File: src/rtl/timer_pkg.sv
// -----------------------------------------------------------------------------
// timer_pkg -- shared definitions for the countdown timer controller.
//   state_t       : encoded controller state (also driven out for display/debug)
//   CUR_*         : one-hot cursor constants, bit0 = sec0 ... bit5 = hrs1
//   MAX_UNITS/TENS: largest legal value of a units digit / a tens-of-sec/min digit
//   digit_inc()   : wrap-around increment of one edit digit by position
// -----------------------------------------------------------------------------
package timer_pkg;

   typedef enum logic [2:0] {
      ST_IDLE  = 3'd0,
      ST_SET   = 3'd1,
      ST_RUN   = 3'd2,
      ST_PAUSE = 3'd3,
      ST_ALARM = 3'd4
   } state_t;

   localparam int N_DIGITS = 6;

   localparam logic [5:0] CUR_SEC0 = 6'b000001;
   localparam logic [5:0] CUR_SEC1 = 6'b000010;
   localparam logic [5:0] CUR_MIN0 = 6'b000100;
   localparam logic [5:0] CUR_MIN1 = 6'b001000;
   localparam logic [5:0] CUR_HRS0 = 6'b010000;
   localparam logic [5:0] CUR_HRS1 = 6'b100000;

   localparam logic [3:0] MAX_UNITS = 4'd9;
   localparam logic [3:0] MAX_TENS  = 4'd5;

   // Tens-of-seconds (1) and tens-of-minutes (3) roll over at 5; all others at 9.
   function automatic logic [3:0] digit_max(input int idx);
      return (idx == 1 || idx == 3) ? MAX_TENS : MAX_UNITS;
   endfunction

   // '>=' rather than '==' so an out-of-range value copied from the datapath
   // still returns to 0 on the next press.
   function automatic logic [3:0] digit_inc(input logic [3:0] d, input int idx);
      return (d >= digit_max(idx)) ? 4'd0 : d + 4'd1;
   endfunction

endpackage

File: src/rtl/btn_edge.sv
// -----------------------------------------------------------------------------
// btn_edge -- registered rising-edge detector for one debounced button.
//   clk   : system clock
//   rst   : asynchronous active-low reset
//   btn   : debounced button level
//   pulse : one-cycle strobe on each 0->1 transition of btn
// The detector stays disarmed for the first clock after reset so that a button
// already held while reset is released does not register as a press.
// -----------------------------------------------------------------------------
module btn_edge (
   input  logic clk,
   input  logic rst,
   input  logic btn,
   output logic pulse
);

   logic prev;
   logic armed;

   // NOTE: sequential state uses non-blocking '<=' so every register samples
   // the pre-edge values, independent of statement order.
   always_ff @(posedge clk or negedge rst) begin
      if (!rst) begin
         prev  <= 1'b0;
         armed <= 1'b0;
      end else begin
         prev  <= btn;
         armed <= 1'b1;
      end
   end

   assign pulse = armed & btn & ~prev;

endmodule

File: src/rtl/timer_ctrl.sv
// -----------------------------------------------------------------------------
// timer_ctrl -- control FSM for a six-digit countdown timer.
//   clk, rst           : clock, asynchronous active-low reset
//   tick_1hz           : one-cycle strobe per second
//   btn_*              : debounced button levels (mode/left/right/up/start)
//   t_sec0..t_hrs1     : current countdown digits from the datapath
//   t_zero             : datapath "all digits zero"
//   cursor             : one-hot edit digit select
//   n_sec0..n_hrs1     : edit values presented to the datapath
//   load               : datapath load qualifier (high throughout SET)
//   run_en             : count strobe, tick_1hz gated by RUN
//   alarm              : high while in ALARM
//   state              : encoded FSM state
// -----------------------------------------------------------------------------
module timer_ctrl
   import timer_pkg::*;
#(
   parameter int ALARM_SECS = 30,
   parameter int CNT_W      = 5
) (
   input  logic       clk,
   input  logic       rst,
   input  logic       tick_1hz,
   input  logic       btn_mode,
   input  logic       btn_left,
   input  logic       btn_right,
   input  logic       btn_up,
   input  logic       btn_start,
   input  logic [3:0] t_sec0,
   input  logic [3:0] t_sec1,
   input  logic [3:0] t_min0,
   input  logic [3:0] t_min1,
   input  logic [3:0] t_hrs0,
   input  logic [3:0] t_hrs1,
   input  logic       t_zero,
   output logic [5:0] cursor,
   output logic [3:0] n_sec0,
   output logic [3:0] n_sec1,
   output logic [3:0] n_min0,
   output logic [3:0] n_min1,
   output logic [3:0] n_hrs0,
   output logic [3:0] n_hrs1,
   output logic       load,
   output logic       run_en,
   output logic       alarm,
   output logic [2:0] state
);

   state_t           state_q, state_next;
   logic [3:0]       edit  [N_DIGITS];
   logic [3:0]       t_dig [N_DIGITS];
   logic [CNT_W-1:0] alarm_cnt;

   logic e_mode, e_left, e_right, e_up, e_start, any_edge;
   logic enter_set, do_up, do_left, do_right, cnt_inc, edit_nonzero;

   btn_edge u_edge_mode  (.clk(clk), .rst(rst), .btn(btn_mode),  .pulse(e_mode));
   btn_edge u_edge_left  (.clk(clk), .rst(rst), .btn(btn_left),  .pulse(e_left));
   btn_edge u_edge_right (.clk(clk), .rst(rst), .btn(btn_right), .pulse(e_right));
   btn_edge u_edge_up    (.clk(clk), .rst(rst), .btn(btn_up),    .pulse(e_up));
   btn_edge u_edge_start (.clk(clk), .rst(rst), .btn(btn_start), .pulse(e_start));

   assign any_edge = e_mode | e_left | e_right | e_up | e_start;

   assign t_dig[0] = t_sec0;
   assign t_dig[1] = t_sec1;
   assign t_dig[2] = t_min0;
   assign t_dig[3] = t_min1;
   assign t_dig[4] = t_hrs0;
   assign t_dig[5] = t_hrs1;

   always_comb begin
      edit_nonzero = 1'b0;
      for (int i = 0; i < N_DIGITS; i++) edit_nonzero |= (edit[i] != 4'd0);
   end

   always_ff @(posedge clk or negedge rst) begin
      if (!rst) state_q <= ST_IDLE;
      else      state_q <= state_next;
   end

   // Each branch chain encodes the start > mode > up > left > right priority,
   // so at most one button is acted on per cycle.
   always_comb begin
      // NOTE: every output of this block is given a default first; any path
      // that leaves one unassigned would otherwise infer a latch.
      state_next = state_q;
      enter_set  = 1'b0;
      do_up      = 1'b0;
      do_left    = 1'b0;
      do_right   = 1'b0;
      cnt_inc    = 1'b0;
      unique case (state_q)
         ST_IDLE: begin
            if (e_start) begin
               if (!t_zero) state_next = ST_RUN;
            end else if (e_mode) begin
               state_next = ST_SET;
               enter_set  = 1'b1;
            end
         end
         ST_SET: begin
            if (e_start)      state_next = edit_nonzero ? ST_RUN : ST_IDLE;
            else if (e_mode)  state_next = ST_IDLE;
            else if (e_up)    do_up      = 1'b1;
            else if (e_left)  do_left    = 1'b1;
            else if (e_right) do_right   = 1'b1;
         end
         ST_RUN: begin
            if (e_start)     state_next = ST_PAUSE;
            else if (t_zero) state_next = ST_ALARM;
         end
         ST_PAUSE: begin
            if (e_start) begin
               state_next = ST_RUN;
            end else if (e_mode) begin
               state_next = ST_SET;
               enter_set  = 1'b1;
            end
         end
         ST_ALARM: begin
            if (any_edge) begin
               state_next = ST_IDLE;
            end else if (tick_1hz) begin
               if (alarm_cnt == CNT_W'(ALARM_SECS - 1)) state_next = ST_IDLE;
               else                                     cnt_inc    = 1'b1;
            end
         end
         default: state_next = ST_IDLE;
      endcase
   end

   // Counter only runs while staying in ALARM, so it is always 0 on entry.
   always_ff @(posedge clk or negedge rst) begin
      if (!rst)                         alarm_cnt <= '0;
      else if (state_next != ST_ALARM)  alarm_cnt <= '0;
      else if (cnt_inc)                 alarm_cnt <= alarm_cnt + 1'b1;
   end

   // NOTE: the edit digits are a handful of architectural registers, not a
   // RAM, so they are reset like any other state.
   always_ff @(posedge clk or negedge rst) begin
      if (!rst) begin
         for (int i = 0; i < N_DIGITS; i++) edit[i] <= 4'd0;
         cursor <= CUR_SEC0;
      end else if (enter_set) begin
         for (int i = 0; i < N_DIGITS; i++) edit[i] <= t_dig[i];
         cursor <= CUR_SEC0;
      end else if (do_up) begin
         for (int i = 0; i < N_DIGITS; i++)
            if (cursor[i]) edit[i] <= digit_inc(edit[i], i);
      end else if (do_left) begin
         cursor <= {cursor[4:0], cursor[5]};
      end else if (do_right) begin
         cursor <= {cursor[0], cursor[5:1]};
      end
   end

   assign n_sec0 = edit[0];
   assign n_sec1 = edit[1];
   assign n_min0 = edit[2];
   assign n_min1 = edit[3];
   assign n_hrs0 = edit[4];
   assign n_hrs1 = edit[5];

   // Decoded straight from the state register so reset clears them at once.
   assign load   = (state_q == ST_SET);
   assign run_en = (state_q == ST_RUN) & tick_1hz;
   assign alarm  = (state_q == ST_ALARM);
   assign state  = state_q;

endmodule

File: config.mk
export PLATFORM = sky130hd
export DESIGN_NAME = timer_ctrl
export DESIGN_NICKNAME = d
export VERILOG_FILES = /design/src/rtl/timer_pkg.sv /design/src/rtl/btn_edge.sv /design/src/rtl/timer_ctrl.sv
export SDC_FILE = /design/constraint.sdc
export NUM_CORES = 1
export LEC_CHECK = 0
export BUFFER_PORTS_ARGS = -buffer_cell sky130_fd_sc_hd__buf_2
export CAP_MARGIN = 20
export CORE_ASPECT_RATIO = 0.9
export CORE_MARGIN = 2
export CORE_UTILIZATION = 40
export CTS_CLUSTER_SIZE = 25
export DETAILED_ROUTE_END_ITERATION = 6
export PLACE_DENSITY = 0.7
export SLEW_MARGIN = 30
export SYNTH_ARGS = -nofsm -noshare
export SYNTH_HDL_FRONTEND = slang
export SYNTH_SLANG_ARGS = --single-unit
File: constraint.sdc
create_clock -name clk -period 3.2 [get_ports clk]
set_input_delay 0.32 -clock clk [delete_from_list [all_inputs] [get_ports clk]]
set_output_delay 0.32 -clock clk [all_outputs]
set_load 0.01 [all_outputs]
==> reports/metrics.yaml, run 1 <==
final_hold_viol_count: 0
synth-edff-count: 0
ant_nets: 0
post-route-period-util: 0.726
yosysWarnings: 0
viasPerCell: 5.27
syn_area_um2: 2870
cts_resized: 0
critPathKind: "register to register"
crit_path_end_kind: "register"
ys_seq_area_frac: 0.385
p_leak_nw: 1.65
grt_setup_unrepaired: "no"
drive_gt1_frac: 0.213
required_ns: 3.40
cts_buffers: 5
coreArea_um2: 7000
synth_compound_area_frac: 0.160
grt_pass1_vias: 2353
fin_crit_ns: 2.32
io_buffers: 68
cts.sinks: 44
cts_hold_buf: 0
routedWlPerCell_um: 13.6
dr.pass1.iters: 4
syn_inst: 323
ioPinCount: 69
vdd_drop_max_v: 0.000341
cts_max_level: 2
gp_congestion: 0.842
synth_fp_nets: 382
layout.nets: 443
synth.distinct_cells: 54
num_antenna_cells: 0
routed_wl_um: 6520
clock_latency_ns: 0.30
mostFrequentLayoutCells: "buf_2 (67), nand2_1 (43), dfrtp_1 (43)"
synth_seq_cells: 44
antenna_found_initial: 0
hold_path_class: "input port to asynchronous set/reset pin"
synth_top_family_by_area: "simple AND/OR/NAND/NOR gates"
cts_setup_buffers: 0
worst_setup_path_start_kind: "register"
drc: 0
die_h_um: 84.3
dieArea_um2: 7860
grt_pass1_wl_um: 10800
fmax_mhz: 430
syn_area_per_cell_um2: 8.87
clk_pin_slew_ns: 0.08
setup_tns_ns: 0
synthAdderAreaFrac: 0.114
async_flop_share: 1.00
synthToLayoutAreaGrowth_pct: 17.5
place_inst: 470
maxCapViolations: 0
yosys.area_share.simple: 0.245
ys.flop_type: "dfrtp_1"
setup_viol: 0
synthMuxAreaShare: 0.0389
cts_buffer_depth: 2
grt_max_degree: 45
critPathLaunch: "state[0]"
ff2ff_setup_slack_ns: 0.88
cp_max_fo: 14
dp_hpwl_um: 4870
cts_tree: "yes"
cp_data_arrival_time_ns: 2.52
root_buffer: "clkbuf_8"
row_count: 29
n_fill_cell: 712
final_common_cell: "buf_2"
worstMarginPinSlew_ns: 0.697
power.density_nw_per_um2: 736
overflow: 0
first_iter_violations: 89
track_usage: 0.171
initial_utilization: 0.409
status: "finished, final reports clean"
num_vias: 2521
r2r_start: "state[0]"
fin_skew_ns: 0.00699
chipWidth_um: 93.2
synthXorXnorAreaFrac: 0.00611
final_cells: 478
slew_headroom: 0.535
final_max_slew_viol_count: 0
## critical path, stage by stage (launching register included)
cell and delay (ns):
dfrtp_1 0.54, and4bb_1 0.29, and4bb_1 0.64, buf_4 0.30, o211ai_1 0.11, o2bb2ai_1 0.15, a22o_1 0.19
## area by class of cell
class	instances	area (um2)	share of cell area
multi-input combinational	246	1630	0.483
sequential	44	1100	0.328
timing repair buffer	70	358	0.106
tap	93	116	0.0346
clock buffer	8	100	0.0297
inverter	17	63.8	0.0190
## registers in the layout, indices dropped and copies added, names as in the netlist
register	flops
alarm_cnt	5
cursor	6
n_hrs0	4
n_hrs1	4
n_min0	4
n_min1	4
n_sec0	4
n_sec1	4
state	3
u_edge_left.prev	1
u_edge_mode.prev	1
u_edge_right.prev	1
u_edge_start.armed	1
u_edge_start.prev	1
u_edge_up.prev	1
## per-layer routing
layer  share of wire  global-route usage
met5               0                   0
met4           0.011              0.0508
met3           0.058              0.0368
met2            0.47               0.276
met1            0.47               0.231
## cells in the mapped netlist, types with 2 or more instances
| library cell | instances | area (um2) |
|---|---|---|
| dfrtp_1 | 43 | 1080 |
| nand2_1 | 43 | 161 |
| nor2_1 | 27 | 101 |
| ha_1 | 26 | 325 |
| o21ai_0 | 23 | 115 |
| inv_1 | 17 | 63.8 |
| a21oi_1 | 14 | 70.1 |
| a31oi_1 | 12 | 75.1 |
| clkbuf_1 | 10 | 37.5 |
| mux2i_1 | 10 | 100 |
| nand4_1 | 9 | 56.3 |
| nand2b_1 | 7 | 43.8 |
| nor3_1 | 6 | 30.0 |
| nand3_1 | 5 | 25.0 |
| nor2b_1 | 5 | 31.3 |
| and3_1 | 4 | 25.0 |
| and4_1 | 4 | 35.0 |
| buf_2 | 4 | 20.0 |
| a211oi_1 | 3 | 22.5 |
| nand4b_1 | 3 | 26.3 |
| o211ai_1 | 3 | 22.5 |
| a21boi_0 | 2 | 15.0 |
| a22o_1 | 2 | 17.5 |
| and2_1 | 2 | 12.5 |
| and4b_1 | 2 | 20.0 |
| and4bb_1 | 2 | 25.0 |
| buf_6 | 2 | 22.5 |
| nand2_4 | 2 | 22.5 |
| nor3b_1 | 2 | 15.0 |
| nor4_1 | 2 | 12.5 |
| o311ai_0 | 2 | 17.5 |
| o31ai_1 | 2 | 15.0 |
| or4b_1 | 2 | 20.0 |
## through the flow
step / util / hold slack, ns / worst slack [ns] / total power (W) / area, um2
after floorplan: - / 0.0244 / 1.30 / 0.00169 / 2870
after global placement: 0.466 / 0.440 / 0.969 / 0.00207 / 3260
after detailed placement: 0.466 / 0.360 / 0.888 / 0.00211 / 3270
after CTS: 0.481 / 0.0285 / 0.869 / 0.00251 / 3370
after global routing: 0.481 / 0.0482 / 0.735 / 0.00271 / 3370
final: 0.481 / 0.0109 / 0.877 / 0.00248 / 3370
## cells by family after synthesis
kind of cell	count (synthesis)
and+or+nand+nor	132
AOI/OAI and AO/OA	74
DFF	44
buffers and inverters	33
adders and majority gates	26
muxes	11
xor gates and xnor gates	2
other	1
## where the power goes
part | switching (W) | internal, W | leakage [nW]
registers | 0.000312 | 0.000743 | 0.545
logic | 0.000575 | 0.000457 | 1.05
clock network | 0.000193 | 0.000197 | 0.0515
total | 0.00108 | 0.00140 | 1.65
## path summary, 6_finish.rpt
| check | to | cells past startpoint |
|---|---|---|
| worst min-delay path | n_hrs0[3] | 1 |
| worst max register to register | n_hrs0[2] | 6 |
| worst min register to register | alarm_cnt[3] | 1 |
| worst max-delay path | n_hrs0[2] | 6 |
| max in group asynchronous | cursor[0] | 1 |
| min in group clk | u_edge_mode.prev | 1 |
(Power assumes the default switching activity.)
==> inputs of run 2 (changes only) <==
PLACE_DENSITY = 0.72   (was 0.7)
clock period = 1.9 ns   (was 3.2 ns; I/O delays follow)
==> reports/metrics.yaml, run 2 (synthesized netlist as in run 1, its figures left out) <==
ff2ff_setup_slack_ns: 0.09  # -0.79 ns
crit_slowest_cell: "or4b_1"
min_from: "btn_right"
grt_setup_unrepaired: "no"
path_common_cell: "inv_1"
initial_utilization: 0.409  # unchanged
worstMarginPinSlew_ns: 0.552  # -0.145 ns
cpPeakStageDelay_ns: 0.50  # -0.14 ns
overflow: 0  # unchanged
mostFrequentLayoutCells: "buf_2 (68), nand2_1 (43), dfrtp_1 (43)"
num_vias: 2593  # +2.9%
dp_hpwl_um: 4980  # +2.1%
drive_gt1_frac: 0.243  # +0.0301
grt_max_degree: 45  # unchanged
viasPerCell: 5.27  # about the same
num_antenna_cells: 0  # unchanged
fin_hold_ws_ns: 0.0171  # +0.00621 ns
hold_path_class: "input port to register"
coreArea_um2: 7000  # unchanged
vdd_drop_max_v: 0.000509  # +49%
final_max_slew_viol_count: 0  # unchanged
largest_reg_flops: 6  # unchanged
chipWidth_um: 93.2  # unchanged
antenna_found_initial: 0  # unchanged
required_ns: 2.12  # -1.28 ns
cp_data_arrival_time_ns: 2.03  # -0.49 ns
row_count: 29  # unchanged
fin_skew_ns: 0.00965  # +0.00266 ns
cts_buffer_depth: 2  # unchanged
p_leak_nw: 1.73  # +4.9%
track_usage: 0.170  # -0.000493
grt_pass1_vias: 2339  # -0.59%
dr.pass1.iters: 4  # unchanged
slew_headroom: 0.632  # +0.0968
worstReg2RegEnd: "n_min0[2]"
maxCapViolations: 0  # unchanged
r2r_start: "n_min0[0]"
die_h_um: 84.3  # unchanged
fmax_mhz: 553  # +28%
power_w: 0.00430  # +73%
clk_pin_slew_ns: 0.08  # about the same
grt_pass1_wl_um: 10800  # +0.31%
routed_wl_um: 6550  # +0.35%
root_buffer: "clkbuf_8"
routedWlPerCell_um: 13.3  # -2.5%
critPathTopFamily: "simple AND/OR/NAND/NOR gates"
worst_setup_path_start_kind: "register"
power.density_nw_per_um2: 1220  # +66%
cts_max_level: 2  # unchanged
drc: 0  # unchanged
final_common_cell: "buf_2"
holdPathStages: 1
fin_crit_ns: 1.81  # -0.515 ns
worstHoldEndpoint: "u_edge_right.prev"
status: "finished, final reports clean"
cp_max_fo: 7  # -7
cts_buffers: 5  # unchanged
crit_path_end_kind: "register"
critPathKind: "register to register"
clock_latency_ns: 0.30  # about the same
post-route-period-util: 0.952  # +0.226
ioPinCount: 69  # unchanged
ant_nets: 0  # unchanged
layout.nets: 457  # +3.2%
final_hold_viol_count: 0  # unchanged
io_buffers: 68  # unchanged
reg2reg_depth: 6  # unchanged
cp_cell_sequence: "inv_1 > ha_1 > inv_1 > o31a_1 > or4b_1 > a31oi_1"
synthToLayoutAreaGrowth_pct: 22.5
cts.sinks: 44  # unchanged
setup_viol: 0  # unchanged
dieArea_um2: 7860  # unchanged
top_regs: "cursor x6, alarm_cnt x5"
n_fill_cell: 672  # -5.6%
regMostFlops: "cursor"
cts_tree: "yes"
cp_num_buf_inv: 2  # +1
gp_congestion: 0.844  # +0.21%
first_iter_violations: 120  # +35%
==> run 2: power by group <==
| group | leakage [nW] | switching [W] | internal, W |
|---|---|---|---|
| Clock | 0.0552 | 0.000312 | 0.000390 |
| Sequential | 0.545 | 0.000485 | 0.00125 |
| Combinational | 1.13 | 0.00103 | 0.000828 |
==> run 2: how the worst max path moves through the flow <==
stage	from	endpoint	slack (ns)	depth (start not counted)
after global routing	n_sec0[1]	n_sec0[2]	0.0007	6
after floorplan	state[1]	n_min0[2]	0.002	7
after CTS	u_edge_mode.prev	n_sec1[2]	0.02	6
after global placement	state[2]	n_min0[2]	0.02	5
after detailed placement	state[2]	n_sec0[2]	-0.02	5
final	n_min0[0]	n_min0[2]	0.09	6
==> run 2: per-stage QoR <==
step                      setup WS [ns]  cells   util  cell area (um2)  TNS, ns
final                            0.0912    492  0.501             3510        0
after global routing           0.000688    492  0.501             3510        0
after CTS                        0.0188    491  0.497             3480        0
after detailed placement        -0.0163    482  0.481             3370  -0.0484
after global placement           0.0174    482  0.481             3370        0
after floorplan                 0.00243    323      -             2870        0
==> run 2: repair_timing <==
| action | CTS | global route |
|---|---|---|
| setup endpoints to repair | 4 | 17 |
| resized for setup | 1 | 4 |
| hold buffers | 1 | 1 |
| endpoints found under the hold margin | 43 | 1 |
| setup buffers | 0 | 0 |
==> run 2: cell type report <==
cell class	instances	area (um2)	area share
Clock buffer	6	72.6	0.0207
Clock inverter	2	35.0	0.00998
Inverter	17	63.8	0.0182
Multi-Input combinational cell	246	1640	0.468
Sequential cell	44	1100	0.314
Tap cell	93	116	0.0332
Timing Repair Buffer	84	478	0.136
==> run 2: per-layer routing <==
| layer | global-route usage | share of wire | vias to the layer above |
|---|---|---|---|
| met5 | 0 | 0 | - |
| met4 | 0.0361 | 0.0081 | 0 |
| met3 | 0.0287 | 0.041 | 7 |
| met2 | 0.271 | 0.45 | 63 |
| met1 | 0.245 | 0.50 | 1221 |
| li1 | - | - | 1302 |
==> run 2: worst register-to-register path: cells and delay by family, from the launching register on <==
kind                     cells  cell delay [ns]
AND/OR/NAND/NOR              1             0.50
AO/OA/AOI/OAI                2             0.46
flip-flops                   1             0.45
adder cells (fa/ha/maj)      1             0.17
buffers and inverters        2             0.16
